`config.mk`:
```
export PLATFORM = sky130hd
export DESIGN_NAME = key_debounce_flat
export DESIGN_NICKNAME = d
export VERILOG_FILES = /design/src/rtl/piano_pkg.sv /design/src/rtl/key_debounce_if.sv /design/src/rtl/key_debounce_bit.sv /design/src/rtl/key_debounce.sv /design/src/flat_wrapper.sv
export SDC_FILE = /design/constraint.sdc
export NUM_CORES = 1
export LEC_CHECK = 0
export ABC_AREA = 1
export CAP_MARGIN = 20
export CORE_MARGIN = 1.5
export CORE_UTILIZATION = 50
export DETAILED_ROUTE_END_ITERATION = 10
export GPL_TIMING_DRIVEN = 0
export MAX_ROUTING_LAYER = met4
export PLACE_DENSITY_LB_ADDON = 0.12
export SLEW_MARGIN = 20
export SYNTH_ARGS = -nofsm -noshare
export SYNTH_HDL_FRONTEND = slang
export SYNTH_SLANG_ARGS = --single-unit
```
`constraint.sdc`:
```
create_clock -name clk -period 1.7 [get_ports clk]
set_input_delay 0.17 -clock clk [delete_from_list [all_inputs] [get_ports clk]]
set_output_delay 0.17 -clock clk [all_outputs]
set_load 0.005 [all_outputs]
```
`src/rtl/piano_pkg.sv`:
```
// Shared piano constants: board clock, key count and default debounce time.
package piano_pkg;

    localparam int unsigned PIANO_CLK_HZ      = 100_000_000;
    localparam int unsigned PIANO_N_KEYS      = 8;
    localparam int unsigned PIANO_DEBOUNCE_MS = 20;

    // Cycles of the board clock spanning a given number of milliseconds.
    function automatic int unsigned ms_to_cycles(input int unsigned clk_hz, input int unsigned ms);
        return (clk_hz / 1000) * ms;
    endfunction

    localparam int unsigned PIANO_DEBOUNCE_CYCLES = ms_to_cycles(PIANO_CLK_HZ, PIANO_DEBOUNCE_MS);

endpackage

```
`src/rtl/key_debounce_if.sv`:
```
// Raw switch inputs and debounced key/mode outputs of the debouncer.
interface key_debounce_if
    import piano_pkg::*;
#(
    parameter int unsigned N_KEYS = PIANO_N_KEYS
);
    logic [N_KEYS-1:0] key_raw;
    logic              mode_raw;
    logic [N_KEYS-1:0] key_level;
    logic [N_KEYS-1:0] key_press;
    logic              mode_level;
    logic              mode_pulse;
    logic              any_key;

    // Board side: drives the raw switches, consumes the clean levels/pulses.
    modport master (
        output key_raw, mode_raw,
        input  key_level, key_press, mode_level, mode_pulse, any_key
    );

    // Debouncer side.
    modport slave (
        input  key_raw, mode_raw,
        output key_level, key_press, mode_level, mode_pulse, any_key
    );
endinterface

```
`src/rtl/key_debounce_bit.sv`:
```
// One debounce channel: 2-flop synchronizer, stability counter, stable level
// and a one-cycle press pulse on each accepted 0->1 transition.
module debounce_bit
    import piano_pkg::*;
#(
    parameter int unsigned DEBOUNCE_CYCLES = PIANO_DEBOUNCE_CYCLES
) (
    input  logic clk,
    input  logic rst_n,
    input  logic din,
    output logic level,
    output logic press
);
    localparam int unsigned CNT_W = $clog2(DEBOUNCE_CYCLES);
    localparam logic [CNT_W-1:0] CNT_LAST = CNT_W'(DEBOUNCE_CYCLES - 1);

    logic             sync1_q, sync1_d;
    logic             sync2_q, sync2_d;
    logic             stable_q, stable_d;
    logic             press_q, press_d;
    logic [CNT_W-1:0] cnt_q, cnt_d;

    // Next-state: count while the synchronized input disagrees with the
    // accepted level; accept it (and pulse on a rise) when the count completes.
    always_comb begin
        sync1_d  = din;
        sync2_d  = sync1_q;
        stable_d = stable_q;
        cnt_d    = cnt_q;
        press_d  = 1'b0;
        if (sync2_q == stable_q) begin
            cnt_d = '0;
        end else if (cnt_q == CNT_LAST) begin
            stable_d = sync2_q;
            cnt_d    = '0;
            press_d  = sync2_q;
        end else begin
            cnt_d = cnt_q + 1'b1;
        end
    end

    // State registers, all cleared by the asynchronous reset.
    always_ff @(posedge clk or negedge rst_n) begin
        if (!rst_n) begin
            sync1_q  <= 1'b0;
            sync2_q  <= 1'b0;
            stable_q <= 1'b0;
            press_q  <= 1'b0;
            cnt_q    <= '0;
        end else begin
            sync1_q  <= sync1_d;
            sync2_q  <= sync2_d;
            stable_q <= stable_d;
            press_q  <= press_d;
            cnt_q    <= cnt_d;
        end
    end

    assign level = stable_q;
    assign press = press_q;

endmodule

```
`src/rtl/key_debounce.sv`:
```
// Debouncer for the piano key switches and the mode button: one independent
// debounce_bit channel per input, plus a combinational any-key indicator.
module key_debounce
    import piano_pkg::*;
#(
    parameter int unsigned CLK_HZ          = PIANO_CLK_HZ,
    parameter int unsigned DEBOUNCE_CYCLES = PIANO_DEBOUNCE_CYCLES,
    parameter int unsigned N_KEYS          = PIANO_N_KEYS
) (
    input  logic               clk,
    input  logic               rst,
    key_debounce_if.slave      bus
);
    // Reject parameter sets outside the supported range at elaboration.
    if (CLK_HZ == 0 || DEBOUNCE_CYCLES < 2 || DEBOUNCE_CYCLES > 32'h00FF_FFFF) begin : g_bad_params
        $error("key_debounce: CLK_HZ must be nonzero and DEBOUNCE_CYCLES in 2..2^24-1");
    end

    // One channel per piano key.
    for (genvar i = 0; i < N_KEYS; i++) begin : g_key
        debounce_bit #(
            .DEBOUNCE_CYCLES(DEBOUNCE_CYCLES)
        ) u_key (
            .clk   (clk),
            .rst_n (rst),
            .din   (bus.key_raw[i]),
            .level (bus.key_level[i]),
            .press (bus.key_press[i])
        );
    end

    // Mode-select button channel.
    debounce_bit #(
        .DEBOUNCE_CYCLES(DEBOUNCE_CYCLES)
    ) u_mode (
        .clk   (clk),
        .rst_n (rst),
        .din   (bus.mode_raw),
        .level (bus.mode_level),
        .press (bus.mode_pulse)
    );

    assign bus.any_key = |bus.key_level;

endmodule

```
`src/flat_wrapper.sv`:
```
// flat-port wrapper written by rule: the top's interface ports become plain ports
module key_debounce_flat import piano_pkg::*;
#(
    parameter int unsigned CLK_HZ          = PIANO_CLK_HZ,
    parameter int unsigned DEBOUNCE_CYCLES = PIANO_DEBOUNCE_CYCLES,
    parameter int unsigned N_KEYS          = PIANO_N_KEYS
)
  (clk, rst, bus_key_raw, bus_mode_raw, bus_key_level, bus_key_press, bus_mode_level, bus_mode_pulse, bus_any_key);
  key_debounce_if #(.N_KEYS(N_KEYS)) bus_i ();
  input  logic clk;
  input  logic rst;
  input wire logic [$bits(bus_i.key_raw)-1:0] bus_key_raw;
  input wire logic [$bits(bus_i.mode_raw)-1:0] bus_mode_raw;
  output wire logic [$bits(bus_i.key_level)-1:0] bus_key_level;
  output wire logic [$bits(bus_i.key_press)-1:0] bus_key_press;
  output wire logic [$bits(bus_i.mode_level)-1:0] bus_mode_level;
  output wire logic [$bits(bus_i.mode_pulse)-1:0] bus_mode_pulse;
  output wire logic [$bits(bus_i.any_key)-1:0] bus_any_key;
  assign bus_i.key_raw = bus_key_raw;
  assign bus_i.mode_raw = bus_mode_raw;
  assign bus_key_level = bus_i.key_level;
  assign bus_key_press = bus_i.key_press;
  assign bus_mode_level = bus_i.mode_level;
  assign bus_mode_pulse = bus_i.mode_pulse;
  assign bus_any_key = bus_i.any_key;
  key_debounce #(.CLK_HZ(CLK_HZ), .DEBOUNCE_CYCLES(DEBOUNCE_CYCLES), .N_KEYS(N_KEYS)) u_core (.clk(clk), .rst(rst), .bus(bus_i));
endmodule
```
# Yosys cells after proc, flatten, opt, wreduce, memory -nomap -nowiden
# Cells that the tools add are included.
# op_classes
addsub	9
n_eq_ne	18
mux	36
bitwise_logic	9
n_reduce_logical	10
# ops
op	count
21-bit two-way mux	18
21-bit by 1-bit adder with 21-bit output, second input constant	9
21-bit equality test, second input constant	9
1-bit two-way mux	18
2-bit AND reduction	9
1-bit equality test	9
1-bit inverter	9
8-bit OR reduction	1
# word_totals
register_bits	225
inputBits	11

# Logic depth before layout (Yosys ltp)
# logic_depth
depth_word	3
depth_mapped	9
depth_no_buf	9

# By module
# Synthesis repeated with hierarchy kept, for this count alone.
# unflattened
hier_cells	1554
area_unflattened_um2	12071.6
# modules_own_cells
mod	n_inst	cells_each	area_per_inst_um2	seq_area_each_um2
debounce_bit	9	171	1335.0	625.6
key_debounce	1	15	56.3	0.0

# Worst setup path after synthesis
# Ideal clock, no wire load.
# synth_path
path_type	reg-to-reg
startpoint	register u_core.g_key[2].u_key.cnt_q[0]
endpoint	register u_core.g_key[2].u_key.cnt_q[16]
setup_ns	0.121
t_arrival_ns	1.212
required_time_ns	1.579
slack_ns	0.367
path_stages_with_launch	8
period_less_slack_ns	1.333
path_cell_list	dfrtp_1 ha_1 nand2_1 nor2_2 nand2_2 nor2_1 xor2_1 nor2_1
# synth_between
elab_chain_len	3
elab_cells_between_ends	4
cone_classes	add/sub (1); eq/ne (1); mux (2)
# synth_rtl
item	line_no	text
from (decl)	key_debounce_bit.sv:21	logic [CNT_W-1:0] cnt_q, cnt_d;
from (signal assigned)	key_debounce_bit.sv:55	cnt_q <= cnt_d;
21-bit by 1-bit adder with 21-bit output / 21-bit equality test (equally long branches)	key_debounce_bit.sv:38, key_debounce_bit.sv:33	
21-bit two-way mux *	key_debounce_bit.sv:33	end else if (cnt_q == CNT_LAST) begin
21-bit two-way mux *	key_debounce_bit.sv:31	if (sync2_q == stable_q) begin
named net u_core.g_key[2].u_key.cnt_d[16]	key_debounce_bit.sv:21	
# Mark *: on every way through the listed nets, which the timed path passes. The rest lies on a longest branch.
# A chain may end at the register's enable or synchronous reset.

# Worst setup path in the final report
# layout_path
startpoint	register u_core.g_key[0].u_key.stable_q
endpoint	output port bus_any_key
# layout_between
elab_chain_len	1
# layout_rtl
item	line_no	text
from (decl)	key_debounce_bit.sv:19	logic stable_q, stable_d;
from (signal assigned)	key_debounce_bit.sv:53	stable_q <= stable_d;
8-bit OR reduction	key_debounce.sv:43	assign bus.any_key = |bus.key_level;
to (decl)	flat_wrapper.sv:18	output wire logic [$bits(bus_i.any_key)-1:0] bus_any_key;
# No other way between the ends.

==> flow_summary.ini <==
[run_status]
status = completed

[layout]
drive_gt1_share_pct = 11.2
postLayoutCoreUtil_pct = 58.2
syn_to_final_growth_pct = 14.5
final_area_mm2 = 0.0137
nNetsFinal = 1600
diodes = 0

[worst_setup_path]
regToRegEndpoint = u_core.g_key[3].u_key.cnt_q[19]$_DFF_PN0_
critPathArrivalTime_ns = 1.50
path_max_fanout = 3
crit_path_start_kind = flip-flop
reg2reg_depth = 8
r2r_slack_ns = 0.11
cp.required_ns = 1.53
worstReg2RegStart = u_core.g_key[3].u_key.cnt_q[0]$_DFF_PN0_
endpoint_kind = output pin
critPathKind = reg -> out

[min_path]
min_to = u_core.g_key[5].u_key.sync1_q$_DFF_PN0_
worstHoldStart = bus_key_raw[5]
hold_path.class = in -> reg
whs_path_depth = 1

[global_route]
grt_pass1_vias = 9217
antenna_found_initial = 0
grt_first_pass_wirelength_um = 42200
grt_overflow_total = 0
grtUsageTotal_pct = 21.1
grt_start_max_net_pins = 95

[clock_network]
clock_latency_ns = 0.52
clock_path_buffers = 3
clk_pin_slew_ns = 0.06
numCtsBuffers = 25
cts_tree = built
ctsRootBufferMaster = clkbuf_16
htreeDepth = 1
clock_sinks = 225

[run]
maxCapViolations = 0

[logic_synthesis]
yosys.area_share.simple_pct = 35.0
ys_seq_area_share_pct = 47.2
synth_seq_cells = 225
postSynthCellCount = 1513
syn_area_mm2 = 0.0119
synth_xor_area_share_pct = 7.61
synth.mux.area_fraction_pct = 0
synth_compound_area_share_pct = 3.03
synth_cell_types = 30
synth_top_family_by_area = simple AND/OR/NAND/NOR gates
yosys_warnings = 0
synth_nets = 1533
synth_fa_ha_area_share_pct = 0.944
avgSynthCellArea_um2 = 7.89

[drt]
drc = 0
avgRoutedWirePerCell_um = 12.6
avgViaCountPerCell = 4.96
drtIter0Drc = 577
dr_total_vias = 9515
ant_nets = 0
wirelength_um = 24100
first_pass_iters = 6

[placed_design]
post-dp-hpwl_um = 17300
portBuffers = 29
place.gp.congestion = 0.915
place_area_mm2 = 0.0127

[die]
die_x_um = 157
die_h_um = 157
rows = 56
die_area_mm2 = 0.0248
fp.coreArea_mm2 = 0.0235
boundaryPins = 30
initial_utilization_pct = 50.8

[sta]
holdWs_ns = 0.0896
fin_worst_skew_ns = 0.00923
max_freq_mhz = 600
rsz0062_at_grt = yes
tightest_slew_ns = 0.506
timing.final.crit_share_pct = 98.1
layout_min_cycle_time_ns = 1.67
slew_headroom_pct = 66.2
final_max_slew_viol_count = 0
finalHoldViolations = 0
setup_viol = 0

[power]
power.leakage_nw = 5.91
power.density_mw_per_mm2 = 827
max-vdd-ir-drop_uv = 873
registers in the layout, indices dropped and copies added, names as in the netlist:
signal and count:
u_core.u_mode.press 1, u_core.u_mode.level 1, u_core.u_mode.sync1_q 1, u_core.g_key.u_key.level 8, u_core.g_key.u_key.sync2_q 8, u_core.g_key.u_key.cnt_q 168, u_core.g_key.u_key.press 8, u_core.u_mode.sync2_q 1
u_core.g_key.u_key.sync1_q 8, u_core.u_mode.cnt_q 21
kinds of logic after synthesis:
family                     count (synthesis)
xor gates and xnor gates                  96
buffers and inverters                    181
AOI/OAI and AO/OA                         72
and+or+nand+nor                          930
adders and majority gates                  9
DFF                                      225
cells in the final DEF (no fill, tap or decap), types with 26 or more instances in the layout:
master and instances:
dfrtp_1 217, inv_1 156, xnor2_1 27, nor2_1 385, nand3_1 141, nand2_1 248, xor2_1 60, o21ai_0 26
a21oi_1 34
worst max path at each step:
stage / from / endpoint
finish: u_core.g_key[0].u_key.level$_DFFE_PN0P_ / bus_any_key
floorplan: u_core.g_key[2].u_key.cnt_q[0]$_DFF_PN0_ / u_core.g_key[2].u_key.cnt_q[16]$_DFF_PN0_
CTS: u_core.g_key[3].u_key.level$_DFFE_PN0P_ / bus_any_key
detailed placement: u_core.g_key[0].u_key.level$_DFFE_PN0P_ / bus_any_key
global route: u_core.g_key[0].u_key.level$_DFFE_PN0P_ / bus_any_key
global placement: rst / u_core.g_key[1].u_key.cnt_q[4]$_DFF_PN0_
final cells by class:
cell class              instances  area (µm²)
plain buffers                  16         128
clock buffers                  34         709
clock inverters                11         130
fillers                      2195        9810
inverters                     165         619
multi-input cells            1107        5620
flip-flops and latches        225        5640
well taps                     319         399
repair buffers                 40         417
cells in the mapped netlist:
library cell	instances	area [µm²]
xor2_1	60	526
a21oi_1	34	170
nor2_4	14	158
nand3_4	1	17.5
nor3_2	2	20.0
o21ai_0	26	130
o21ai_1	11	55.1
nand4_1	25	156
nor2_1	389	1460
nand3b_1	10	75.1
xnor2_1	27	236
a31oi_1	1	6.26
and2_1	2	12.5
ha_1	9	113
nor3_1	25	125
nor2_2	21	131
inv_1	156	586
dfrtp_1	225	5630
buf_4	16	120
nand3_1	145	726
and3_1	3	18.8
nor3_4	1	16.3
inv_2	9	33.8
nor3b_1	7	52.6
xor2_2	9	146
nand3_2	4	40.0
nor3b_2	5	62.6
nor4_1	2	12.5
nand2_2	26	163
nand2_1	248	931
metrics by stage:
| stage | cells | TNS, ns | power, W | setup slack (ns) |
|---|---|---|---|---|
| final | 1917 | 0 | 0.0113 | 0.0325 |
| after global routing | 1917 | -0.0418 | 0.0118 | -0.0418 |
| after CTS | 1917 | -0.108 | 0.0115 | -0.108 |
| after detailed placement | 1863 | -0.0258 | 0.00595 | -0.0258 |
| after global placement | 1861 | -2084.09 | 0.00593 | -9.29 |
| after floorplan | 1513 | 0 | 0.00574 | 0.367 |
critical path, stage by stage, from the launching register on:
cell and delay [ns]:
dfrtp_2 0.46, nor4_4 0.32, nand2_1 0.09, clkbuf_2 0.12
layer usage:
metal  track usage [%]  part of all wire, %  vias to the layer above
li1                  -                    -                     4905
met1              27.9                   47                     4386
met2              34.0                   46                      179
met3              2.67                  3.8                       45
met4              6.65                  2.8                        0
met5                 -                    0                        -
repair_timing:
item | CTS | global route
gates resized for setup | 24 | 11
endpoints found under the hold margin | 56 | 0
setup endpoints to repair | 9 | 45
pin swaps | 2 | 1
hold buffers | 1 | 0
setup buffers | 8 | 0
power by group:
group,switching [W],internal [W],leakage (nW)
sequential,0.0000518,0.00543,3.07
combinational,0.000248,0.000108,2.42
clock,0.00210,0.00336,0.422
total,0.00240,0.00890,5.91
Power figures use the tool's default switching activity.
